`src/rtl/instr_fetch_queue_pkg.sv`:
```
// Shared types and constants for the instruction fetch queue.
// The FIFO entry is laid out {instr, pc} so its packed form is the decode-facing bus.
package instr_fetch_queue_pkg;

    localparam int unsigned PC_W    = 32;
    localparam int unsigned INSTR_W = 32;
    localparam int unsigned ENTRY_W = INSTR_W + PC_W;

    localparam logic [INSTR_W-1:0] NOP_INSTR = 32'h0000_0013;

    typedef struct packed {
        logic [INSTR_W-1:0] instr;
        logic [PC_W-1:0]    pc;
    } fetch_entry_t;

    function automatic logic [PC_W-1:0] word_align(input logic [PC_W-1:0] addr);
        return {addr[PC_W-1:2], 2'b00};
    endfunction

endpackage

```
`src/rtl/instr_fetch_queue_if.sv`:
```
// Instruction-memory and decode-side signals of the fetch stage.
// master = fetch stage, slave = the memory/decode environment.
interface instr_fetch_queue_if
    import instr_fetch_queue_pkg::*;
();

    logic                 imem_req;
    logic [PC_W-1:0]      imem_addr;
    logic [INSTR_W-1:0]   imem_rdata;
    logic                 jaccept;
    logic [PC_W-1:0]      jaddr;
    logic                 decode_ready;
    logic                 fetch_valid;
    logic [ENTRY_W-1:0]   fetch_instr_pc;

    modport master (
        output imem_req,
        output imem_addr,
        input  imem_rdata,
        input  jaccept,
        input  jaddr,
        input  decode_ready,
        output fetch_valid,
        output fetch_instr_pc
    );

    modport slave (
        input  imem_req,
        input  imem_addr,
        output imem_rdata,
        output jaccept,
        output jaddr,
        output decode_ready,
        input  fetch_valid,
        input  fetch_instr_pc
    );

endinterface

```
`src/rtl/instr_fetch_queue_fifo.sv`:
```
// DEPTH-entry FIFO of fetch entries with synchronous flush.
// Flush wins over push and pop; head reads as all-zero while empty.
module instr_fetch_queue_fifo
    import instr_fetch_queue_pkg::*;
#(
    parameter int unsigned DEPTH = 4
) (
    input  logic                   clk,
    input  logic                   reset_n,
    input  logic                   push,
    input  fetch_entry_t           push_data,
    input  logic                   pop,
    input  logic                   flush,
    output fetch_entry_t           head,
    output logic [$clog2(DEPTH):0] count
);

    localparam int unsigned PtrW = $clog2(DEPTH);

    fetch_entry_t    mem_q [DEPTH];
    logic [PtrW-1:0] wr_ptr_q, wr_ptr_d;
    logic [PtrW-1:0] rd_ptr_q, rd_ptr_d;
    logic [PtrW:0]   count_q, count_d;
    logic            push_en;
    logic            pop_en;

    always_comb begin
        push_en  = push && !flush;
        pop_en   = pop && (count_q != '0) && !flush;
        wr_ptr_d = wr_ptr_q;
        rd_ptr_d = rd_ptr_q;
        count_d  = count_q;
        if (flush) begin
            wr_ptr_d = '0;
            rd_ptr_d = '0;
            count_d  = '0;
        end else begin
            // Pointers wrap for free since DEPTH is a power of two.
            if (push_en) wr_ptr_d = wr_ptr_q + 1'b1;
            if (pop_en)  rd_ptr_d = rd_ptr_q + 1'b1;
            count_d = count_q + {{PtrW{1'b0}}, push_en} - {{PtrW{1'b0}}, pop_en};
        end
    end

    always_ff @(posedge clk or negedge reset_n) begin
        if (!reset_n) begin
            wr_ptr_q <= '0;
            rd_ptr_q <= '0;
            count_q  <= '0;
        end else begin
            wr_ptr_q <= wr_ptr_d;
            rd_ptr_q <= rd_ptr_d;
            count_q  <= count_d;
        end
    end

    always_ff @(posedge clk) begin
        if (push_en) begin
            mem_q[wr_ptr_q] <= push_data;
        end
    end

    assign head  = (count_q != '0) ? mem_q[rd_ptr_q] : '0;
    assign count = count_q;

endmodule

```
`src/rtl/instr_fetch_queue.sv`:
```
// Fetch stage: owns the PC, issues credit-limited reads to a 1-cycle instruction
// memory and queues {instr, pc} for decode; a decode-accepted jump flushes and redirects.
module instr_fetch_queue
    import instr_fetch_queue_pkg::*;
#(
    parameter int unsigned     DEPTH    = 4,
    parameter logic [PC_W-1:0] RESET_PC = '0
) (
    input logic                 clk,
    input logic                 reset_n,
    instr_fetch_queue_if.master bus
);

    localparam int unsigned CntW = $clog2(DEPTH) + 1;

    logic [PC_W-1:0] pc_q, pc_d;
    logic [PC_W-1:0] inflight_pc_q, inflight_pc_d;
    logic            inflight_q, inflight_d;
    logic            run_q;
    logic            req;
    logic            push;
    logic            pop;
    logic [CntW-1:0] count;
    fetch_entry_t    push_data;
    fetch_entry_t    head;

    always_comb begin
        // Entries held plus the response still in flight may never exceed DEPTH,
        // so a push can never find the FIFO full. run_q holds req low out of reset.
        req           = run_q && !bus.jaccept && ((32'(count) + 32'(inflight_q)) < DEPTH);
        pc_d          = pc_q;
        inflight_d    = req;
        inflight_pc_d = inflight_pc_q;
        if (bus.jaccept) begin
            pc_d = word_align(bus.jaddr);
        end else if (req) begin
            pc_d          = pc_q + 32'd4;
            inflight_pc_d = pc_q;
        end
    end

    // A redirect in the response cycle drops that response along with the flush.
    always_comb begin
        push            = inflight_q && !bus.jaccept;
        push_data.instr = bus.imem_rdata;
        push_data.pc    = inflight_pc_q;
        pop             = (count != '0) && bus.decode_ready;
    end

    always_ff @(posedge clk or negedge reset_n) begin
        if (!reset_n) begin
            pc_q          <= RESET_PC;
            inflight_pc_q <= '0;
            inflight_q    <= 1'b0;
            run_q         <= 1'b0;
        end else begin
            pc_q          <= pc_d;
            inflight_pc_q <= inflight_pc_d;
            inflight_q    <= inflight_d;
            run_q         <= 1'b1;
        end
    end

    instr_fetch_queue_fifo #(
        .DEPTH (DEPTH)
    ) u_fifo (
        .clk       (clk),
        .reset_n   (reset_n),
        .push      (push),
        .push_data (push_data),
        .pop       (pop),
        .flush     (bus.jaccept),
        .head      (head),
        .count     (count)
    );

    assign bus.imem_req       = req;
    assign bus.imem_addr      = pc_q;
    assign bus.fetch_valid    = (count != '0);
    assign bus.fetch_instr_pc = head;

endmodule

```
`src/flat_wrapper.sv`:
```
// flat-port wrapper written by rule: the top's interface ports become plain ports
module instr_fetch_queue_flat import instr_fetch_queue_pkg::*;
#(
    parameter int unsigned     DEPTH    = 4,
    parameter logic [PC_W-1:0] RESET_PC = '0
)
  (clk, reset_n, bus_imem_req, bus_imem_addr, bus_imem_rdata, bus_jaccept, bus_jaddr, bus_decode_ready, bus_fetch_valid, bus_fetch_instr_pc);
  instr_fetch_queue_if bus_i ();
  input logic clk;
  input logic reset_n;
  output wire logic [$bits(bus_i.imem_req)-1:0] bus_imem_req;
  output wire logic [$bits(bus_i.imem_addr)-1:0] bus_imem_addr;
  input wire logic [$bits(bus_i.imem_rdata)-1:0] bus_imem_rdata;
  input wire logic [$bits(bus_i.jaccept)-1:0] bus_jaccept;
  input wire logic [$bits(bus_i.jaddr)-1:0] bus_jaddr;
  input wire logic [$bits(bus_i.decode_ready)-1:0] bus_decode_ready;
  output wire logic [$bits(bus_i.fetch_valid)-1:0] bus_fetch_valid;
  output wire logic [$bits(bus_i.fetch_instr_pc)-1:0] bus_fetch_instr_pc;
  assign bus_imem_req = bus_i.imem_req;
  assign bus_imem_addr = bus_i.imem_addr;
  assign bus_i.imem_rdata = bus_imem_rdata;
  assign bus_i.jaccept = bus_jaccept;
  assign bus_i.jaddr = bus_jaddr;
  assign bus_i.decode_ready = bus_decode_ready;
  assign bus_fetch_valid = bus_i.fetch_valid;
  assign bus_fetch_instr_pc = bus_i.fetch_instr_pc;
  instr_fetch_queue #(.DEPTH(DEPTH), .RESET_PC(RESET_PC)) u_core (.clk(clk), .reset_n(reset_n), .bus(bus_i));
endmodule
```
`config.mk`:
```
export PLATFORM = sky130hd
export DESIGN_NAME = instr_fetch_queue_flat
export DESIGN_NICKNAME = d
export VERILOG_FILES = /design/src/rtl/instr_fetch_queue_pkg.sv /design/src/rtl/instr_fetch_queue_if.sv /design/src/rtl/instr_fetch_queue_fifo.sv /design/src/rtl/instr_fetch_queue.sv /design/src/flat_wrapper.sv
export SDC_FILE = /design/constraint.sdc
export NUM_CORES = 1
export LEC_CHECK = 0
export ABC_AREA = 1
export BUFFER_PORTS_ARGS = -buffer_cell sky130_fd_sc_hd__buf_2
export CORE_AREA = 2 2 164 166
export CTS_CLUSTER_DIAMETER = 80
export CTS_CLUSTER_SIZE = 8
export DETAILED_ROUTE_END_ITERATION = 10
export DIE_AREA = 0 0 166 168
export GPL_TIMING_DRIVEN = 0
export PLACE_DENSITY = 0.75
export RECOVER_POWER = 100
export REMOVE_ABC_BUFFERS = 1
export SYNTH_ARGS = -nofsm -noshare
export SYNTH_HDL_FRONTEND = slang
export SYNTH_SLANG_ARGS = --single-unit
export TNS_END_PERCENT = 30
```
`constraint.sdc`:
```
create_clock -name clk -period 3.8 [get_ports clk]
set_clock_uncertainty 0.1 [all_clocks]
set_input_delay 0.38 -clock clk [delete_from_list [all_inputs] [get_ports clk]]
set_output_delay 0.38 -clock clk [all_outputs]
set_load 0.02 [all_outputs]
```
==> metrics.txt, run 1 <==
status=finished with violations; failing checks=max-capacitance violations, max-slew violations; die area=27900 µm²; initial DRC count=883; relative slew slack=-14.7%; predominant post-synthesis flop cell=edfxtp_1; most frequent cells in the layout=298 x nor2_1, 248 x edfxtp_1, 221 x nand2_1; combinational fraction of design power=23.9%; RSZ-0062 raised after global routing=false; maximum vdd ir drop=0.411 mV; CTS tree=built; Setup WS post-layout=0.247 ns; Nets=1576; setup TNS=0 ns; syn_area_per_cell=10.4 µm²; Net Sw Power=3.53 mW; fraction of layout cells with a size suffix above 1=7.58%; Buf/Inv on CP=2; Root Buffer=clkbuf_16; Cells after Synth=1293; WS Path Type=flop to primary output; #FFs+latches synth=317; post-synth cell types=28; CP max FO=64; Post-synth EDFFs=248; first-pass GRT wire length=50100 µm; initial antenna violation count=0; RD Place Congestion=0.835; Layout Utilization=61.5%; vias=9796; DR WL/cell=16.9 µm; placed cell areas=14700 µm²; CP max-delay cell=dfrtp_4; CP Cell Sequence=inv_4 -> nor2_1 -> o21ai_0 -> a21oi_1 -> clkbuf_1; Fillers=2125; routed wire length=31400 µm; CP endpoint kind=primary output; sw frac=33.0%; core area=26400 µm²; Antenna Nets Post-Route=0; slowest stage delay, CP=1.00 ns; CTS Sinks=317; DRC viols=0; drt pass-1 iters=5; WP data required=3.32 ns; P&R area growth vs syn=20.7%; Die Wd=166 µm; CTS HTree Levels=2; Yosys top cell by area=edfxtp_1; Hold Crit Class=input pin to flop; PwrDens=660 nW/µm²; fin crit share=93.5%; Inserted Clock Buffers=45; Final Max Slew Viols=70; Startpoint Class=flop; YS warnings=0; Setup-failing EPs final=0; starting density of the core=51.0%; Worst-path clk slew=0.05 ns; Leak=6.21 nW; total track usage=22.7%; CTS max path bufs=3; storage element area=9180 µm²; maximum number of pins on one net before global-route repair=126; worst slew pin tran=1.72 ns; CP delay by family, top=flip-flops; Async SR Flop Fraction=21.8%; IO Count=166; Synth area leaders=edfxtp_1 55%, dfrtp_1 13%, nor2_1 8.4%; DIE HEIGHT=168 µm; Int Power=7.17 mW; row count=60; clock insertion delay at the later pin of the skew report=0.53 ns; Post-DP HPWL=17800 µm; pre-CTS WS=0.205 ns; Tot Pwr=10.7 mW; Tmin final=3.55 ns; Seq pwr share=42.9%; average vias per placed instance=5.27; Seq/Total Area, Yosys=68.3%; fmax=281 MHz; Yosys top cell area share=55.4%; number of global-route vias before repair=9681; Syn Std Cell Area=13400 µm²; global route total overflow=0; final hold vios=0; multi-input logic area=3680 µm²; PortBufs=159; Final Instance Area=16200 µm²; maxcap violations=2; clock share of power=33.2%; CP arrival=3.07 ns; # diodes=0; most common cell after layout, fill and taps aside=nor2_1
-- cell usage after synthesis, drive strengths merged (2+ instances only) --
cell type,number
a21oi,64
buf,33
clkbuf,34
conb,2
dfrtp,69
edfxtp,248
ha,8
inv,69
nand2,223
nand3,68
nand4,2
nor2,305
o21ai,161
xor2,2
-- power by group through the flow --
| stage | sequential, mW | combinational (mW) | clock, mW |
|---|---|---|---|
| 6_report | 4.59 | 2.55 | 3.55 |
| 5_1_grt | 4.63 | 2.83 | 3.77 |
| 4_1_cts | 4.58 | 2.69 | 3.61 |
| 3_5_place_dp | 4.68 | 2.56 | 0 |
| 3_3_place_gp | 4.74 | 2.33 | 0 |
| 2_1_floorplan | 4.63 | 1.45 | 0 |
-- layer usage --
metal  vias to the layer above  GRT usage (%)  part of all wire [%]
li1                       4751              -                     -
met4                         0           9.11                   2.9
met5                         -              0                     0
met2                       340           37.8                    48
met1                      4633           30.2                    43
met3                        72           3.69                   6.0
-- worst reg2reg max path, stage by stage (launching register included) --
cell and delay, ns:
dfrtp_1 0.43, nor3_1 0.65, buf_8 0.26, inv_1 0.12, nand2_1 0.09, nor2_1 0.05, ha_1 0.31, inv_1 0.05
ha_1 0.12, inv_1 0.05, fa_1 0.37, o21ai_0 0.16, a21oi_1 0.06
-- area by class of cell --
| cell class | count | area share (%) |
|---|---|---|
| sequential | 317 | 56.7 |
| tap | 341 | 2.63 |
| timing repair buffer | 223 | 8.56 |
| multi-input combinational | 842 | 22.7 |
| inverter | 70 | 1.73 |
| clock inverter | 2 | 0.0849 |
| clock buffer | 63 | 7.63 |
-- sequential cells by signal, summed over array words and instances, names as in the netlist --
name	flops
u_core.u_fifo.count	3
u_core.u_fifo.rd_ptr_q	2
u_core.run_q	1
u_core.bus.imem_addr	30
u_core.inflight_q	1
u_core.inflight_pc_q	30
u_core.u_fifo.mem_q	248
u_core.u_fifo.wr_ptr_q	2
-- cell families after synthesis --
logic type                 Yosys count  synth area share, %
xor gates and xnor gates             2                0.130
adders and majority gates            9                0.894
DFF                                317                 68.3
AOI/OAI and AO/OA                  226                 8.44
buffers and inverters              137                 4.37
other                                2               0.0559
and+or+nand+nor                    600                 17.8
-- through the flow --
stage | hold slack, ns | cells
6_report | 0.0310 | 1858
5_1_grt | 0.0464 | 1858
4_1_cts | 0.0173 | 1858
3_5_place_dp | 0.402 | 1744
3_3_place_gp | 0.393 | 1729
2_1_floorplan | -0.0156 | 1229
-- what timing repair did --
item,CTS,global route
pin swaps,0,0
endpoints found under the setup margin,14,13
resized for setup,0,2
endpoints found under the hold margin,212,0
setup buffers,1,0
hold buffers,48,0
-- final timing paths --
check	endpoint	startpoint	slack, ns	cells past startpoint
max in group asynchronous	u_core.u_fifo.rd_ptr_q[0]	reset_n	1.61	2
hold reg to reg	u_core.u_fifo.mem_q[2][2]	u_core.inflight_pc_q[2]	0.41	0
hold / removal	u_core.bus.imem_addr[18]	bus_jaddr[18]	0.03	5
setup / recovery	bus_fetch_instr_pc[28]	u_core.u_fifo.rd_ptr_q[1]	0.25	5
setup reg to reg	u_core.u_fifo.count[2]	u_core.u_fifo.count[1]	0.85	12
min in group asynchronous	u_core.inflight_pc_q[30]	reset_n	0.73	2
No activity file was read; power rests on OpenSTA's default activity.
==> inputs of run 2 (changes only) <==
CORE_AREA = 2 2 170 172   (was 2 2 164 166)
DIE_AREA = 0 0 172 174   (was 0 0 166 168)
SYNTH_HIERARCHICAL = 1   (was unset)
==> run 2 against run 1 <==
  * The run still ends with max-capacitance violations, max-slew violations left
  * Register-to-register slack worse by 0.54 ns
  * Synthesized area up 9.3%
  * Critical path depth up 2
  * Sequential share of layout area down 2.1 points
  * Critical path type unchanged
==> metrics.txt, run 2 <==
status=finished with violations (unchanged); failing checks=max-capacitance violations, max-slew violations (unchanged); YS warnings=6 (was 0); fraction of layout cells with a size suffix above 1=7.19% (was 7.58%); Synth area leaders=edfxtp_1 52%, nand2_1 14%, dfrtp_1 12% (was edfxtp_1 55%, dfrtp_1 13%, nor2_1 8.4%); P&R area growth vs syn=17.6% (was 20.7%); clock insertion delay at the later pin of the skew report=0.52 ns (was 0.53 ns); global route total overflow=0 (unchanged); Antenna Nets Post-Route=0 (unchanged); fmax=279 MHz (was 281 MHz); maxcap violations=4 (was 2); Cells after Synth=1532 (was 1293); Setup-failing EPs final=0 (unchanged); RSZ-0062 raised after global routing=false (unchanged); Yosys top cell by area=edfxtp_1 (unchanged); predominant post-synthesis flop cell=edfxtp_1 (unchanged); Net Sw Power=1.90 mW (was 3.53 mW); CP max FO=128 (was 64); DRC viols=0 (unchanged); DIE HEIGHT=174 µm (was 168 µm); combinational fraction of design power=6.7% (was 23.9%); initial antenna violation count=0 (unchanged); IO Count=166 (unchanged); CTS tree=built (unchanged); Die Wd=172 µm (was 166 µm); Non-Filler Instances=2136 (was 1858); CTS HTree Levels=2 (unchanged); CP Cell Sequence=buf_16 -> inv_8 -> nand2_1 -> nand2_1 -> nand2_1 -> a21oi_1 -> clkbuf_2 (was inv_4 -> nor2_1 -> o21ai_0 -> a21oi_1 -> clkbuf_1); post-synth cell types=28 (unchanged); CP arrival=3.10 ns (was 3.07 ns); Syn Std Cell Area=14700 µm² (was 13400 µm²); maximum number of pins on one net before global-route repair=129 (was 126); Inserted Clock Buffers=46 (was 45); WP data required=3.32 ns (about the same); Final Max Slew Viols=121 (was 70); first-pass GRT wire length=52900 µm (was 50100 µm); initial DRC count=948 (was 883); starting density of the core=52.0% (was 51.0%); syn_area_per_cell=9.58 µm² (was 10.4 µm²); Tmin final=3.58 ns (was 3.55 ns); relative slew slack=-49.0% (was -14.7%); average vias per placed instance=5.08 (was 5.27); slowest stage delay, CP=0.78 ns (was 1.00 ns); routed wire length=33600 µm (was 31400 µm); setup TNS=0 ns (unchanged); Root Buffer=clkbuf_16 (unchanged); Fin Hold WS=0.00920 ns (was 0.0310 ns); total track usage=22.6% (was 22.7%); final hold vios=0 (unchanged); CP delay by family, top=buffers and inverters (was flip-flops); maximum vdd ir drop=0.299 mV (was 0.411 mV); Int Power=6.49 mW (was 7.17 mW); PortBufs=161 (was 159); WL met1=14400 µm (was 13600 µm); post-CTS setup buffers=0 (was 1); most frequent cell after synthesis=nand2_1 (was nor2_1); vias=10855 (was 9796); PwrDens=486 nW/µm² (was 660 nW/µm²); most frequent cells in the layout=561 x nand2_1, 256 x edfxtp_1, 208 x inv_1 (was 298 x nor2_1, 248 x edfxtp_1, 221 x nand2_1); Post-DP HPWL=19600 µm (was 17800 µm); # diodes=0 (unchanged); max reg flops=256 (was 248); pre-CTS WS=0.339 ns (was 0.205 ns); metal3 WL=2450 µm (was 1870 µm); Buf/Inv on CP=3 (was 2); Nets=1809 (was 1576); Yosys top cell area share=52.4% (was 55.4%); Leak=7.39 nW (was 6.21 nW); Seq/Total Area, Yosys=64.1% (was 68.3%); Post-synth EDFFs=256 (was 248); core area=28200 µm² (was 26400 µm²); DR WL/cell=15.7 µm (was 16.9 µm); Seq pwr share=49.7% (was 42.9%); sw frac=22.6% (was 33.0%); clock share of power=43.7% (was 33.2%); worst slew pin tran=2.23 ns (was 1.72 ns); #FFs+latches synth=325 (was 317); row count=62 (was 60); Crit path top cell by count=nand2_1; Hold Crit Class=input pin to flop (unchanged); DP Cell Count=2030 (was 1744); Max Used Layer=met4 (unchanged); RD Place Congestion=0.877 (was 0.835); most common cell after layout, fill and taps aside=nand2_1 (was nor2_1); Routed met2 length=16100 µm (was 15000 µm); number of global-route vias before repair=10451 (was 9681); CTS max path bufs=3 (unchanged); Biggest register=u_core/u_fifo/mem_q (was u_core.u_fifo.mem_q); Worst-path clk slew=0.05 ns (about the same); drt pass-1 iters=5 (unchanged); CP endpoint kind=primary output (unchanged); Startpoint Class=flop (unchanged); CP max-delay cell=dfrtp_4 (unchanged); fin crit share=94.2% (was 93.5%); WS Path Type=flop to primary output (unchanged); Commonest cells post-synth=561 x nand2_1, 256 x edfxtp_1, 208 x inv_1 (was 300 x nor2_1, 248 x edfxtp_1, 221 x nand2_1); die area=29900 µm² (was 27900 µm²); CTS Sinks=325 (was 317); Setup WS post-layout=0.222 ns (was 0.247 ns); Async SR Flop Fraction=21.2% (was 21.8%)
## run 2: layer usage
metal | GRT usage (%) | vias to the layer above
li1 | - | 5281
met3 | 4.23 | 53
met5 | 0 | -
met1 | 30.0 | 5110
met4 | 6.13 | 0
met2 | 38.0 | 411
## run 2: path summary, 6_finish.rpt
kind,cells after the start,end,slack (ns),from
min,3,u_core/bus.imem_addr[9],0.009,bus_jaddr[9]
max,7,bus_fetch_instr_pc[28],0.22,u_core/u_fifo/rd_ptr_q[0]
max in group asynchronous,2,u_core/u_fifo/rd_ptr_q[1],1.60,reset_n
max reg2reg,7,u_core/u_fifo/mem_q[1][53],0.31,u_core/inflight_q
min reg2reg,0,u_core/u_fifo/mem_q[1][23],0.41,u_core/inflight_pc_q[23]
min in group asynchronous,2,u_core/bus.imem_addr[31],0.75,reset_n
## run 2: power groups by stage
stage | combinational [mW] | clock [mW] | sequential (mW)
floorplan | 0.278 | 0 | 4.23
global placement | 0.528 | 0 | 4.22
detailed placement | 0.552 | 0 | 4.23
CTS | 0.589 | 3.73 | 4.17
global route | 0.627 | 3.89 | 4.18
finish | 0.561 | 3.66 | 4.17
## run 2: cell type report
type                    count  area (µm²)
fillers                  2344       11000
flip-flops and latches    325        9420
multi-input cells         936        4030
clock buffers              66        1290
repair buffers            212        1230
inverters                 212         808
well taps                 384         480
clock inverters             1        5.00
## run 2: what timing repair did
item                                   in CTS  in global routing
endpoints found under the hold margin     203                  0
setup endpoints to repair                  64                 12
hold buffers                               39                  0
resized for setup                           1                  2
## run 2: cells by family after synthesis
family,Yosys count,share of synthesized area [%]
buffers and inverters,280,8.60
adders and majority gates,8,0.733
DFF,325,64.1
and+or+nand+nor,817,23.0
AOI/OAI and AO/OA,100,3.46
other,2,0.0512
## run 2: worst register-to-register path: stages (launching register included)
cell and delay (ns):
dfrtp_1 0.37, inv_1 0.05, nor2_1 0.18, nand2_1 0.18, nor2_1 1.22, buf_16 0.25, clkbuf_2 0.58, buf_16 0.25
## run 2: through the flow
step	cell area (µm²)	util (%)	total power [mW]
after floorplan	14200	-	4.51
after global placement	15500	55.0	4.75
after detailed placement	15900	56.2	4.78
after CTS	17600	62.2	8.49
after global routing	17300	61.1	8.70
final	17300	61.1	8.39
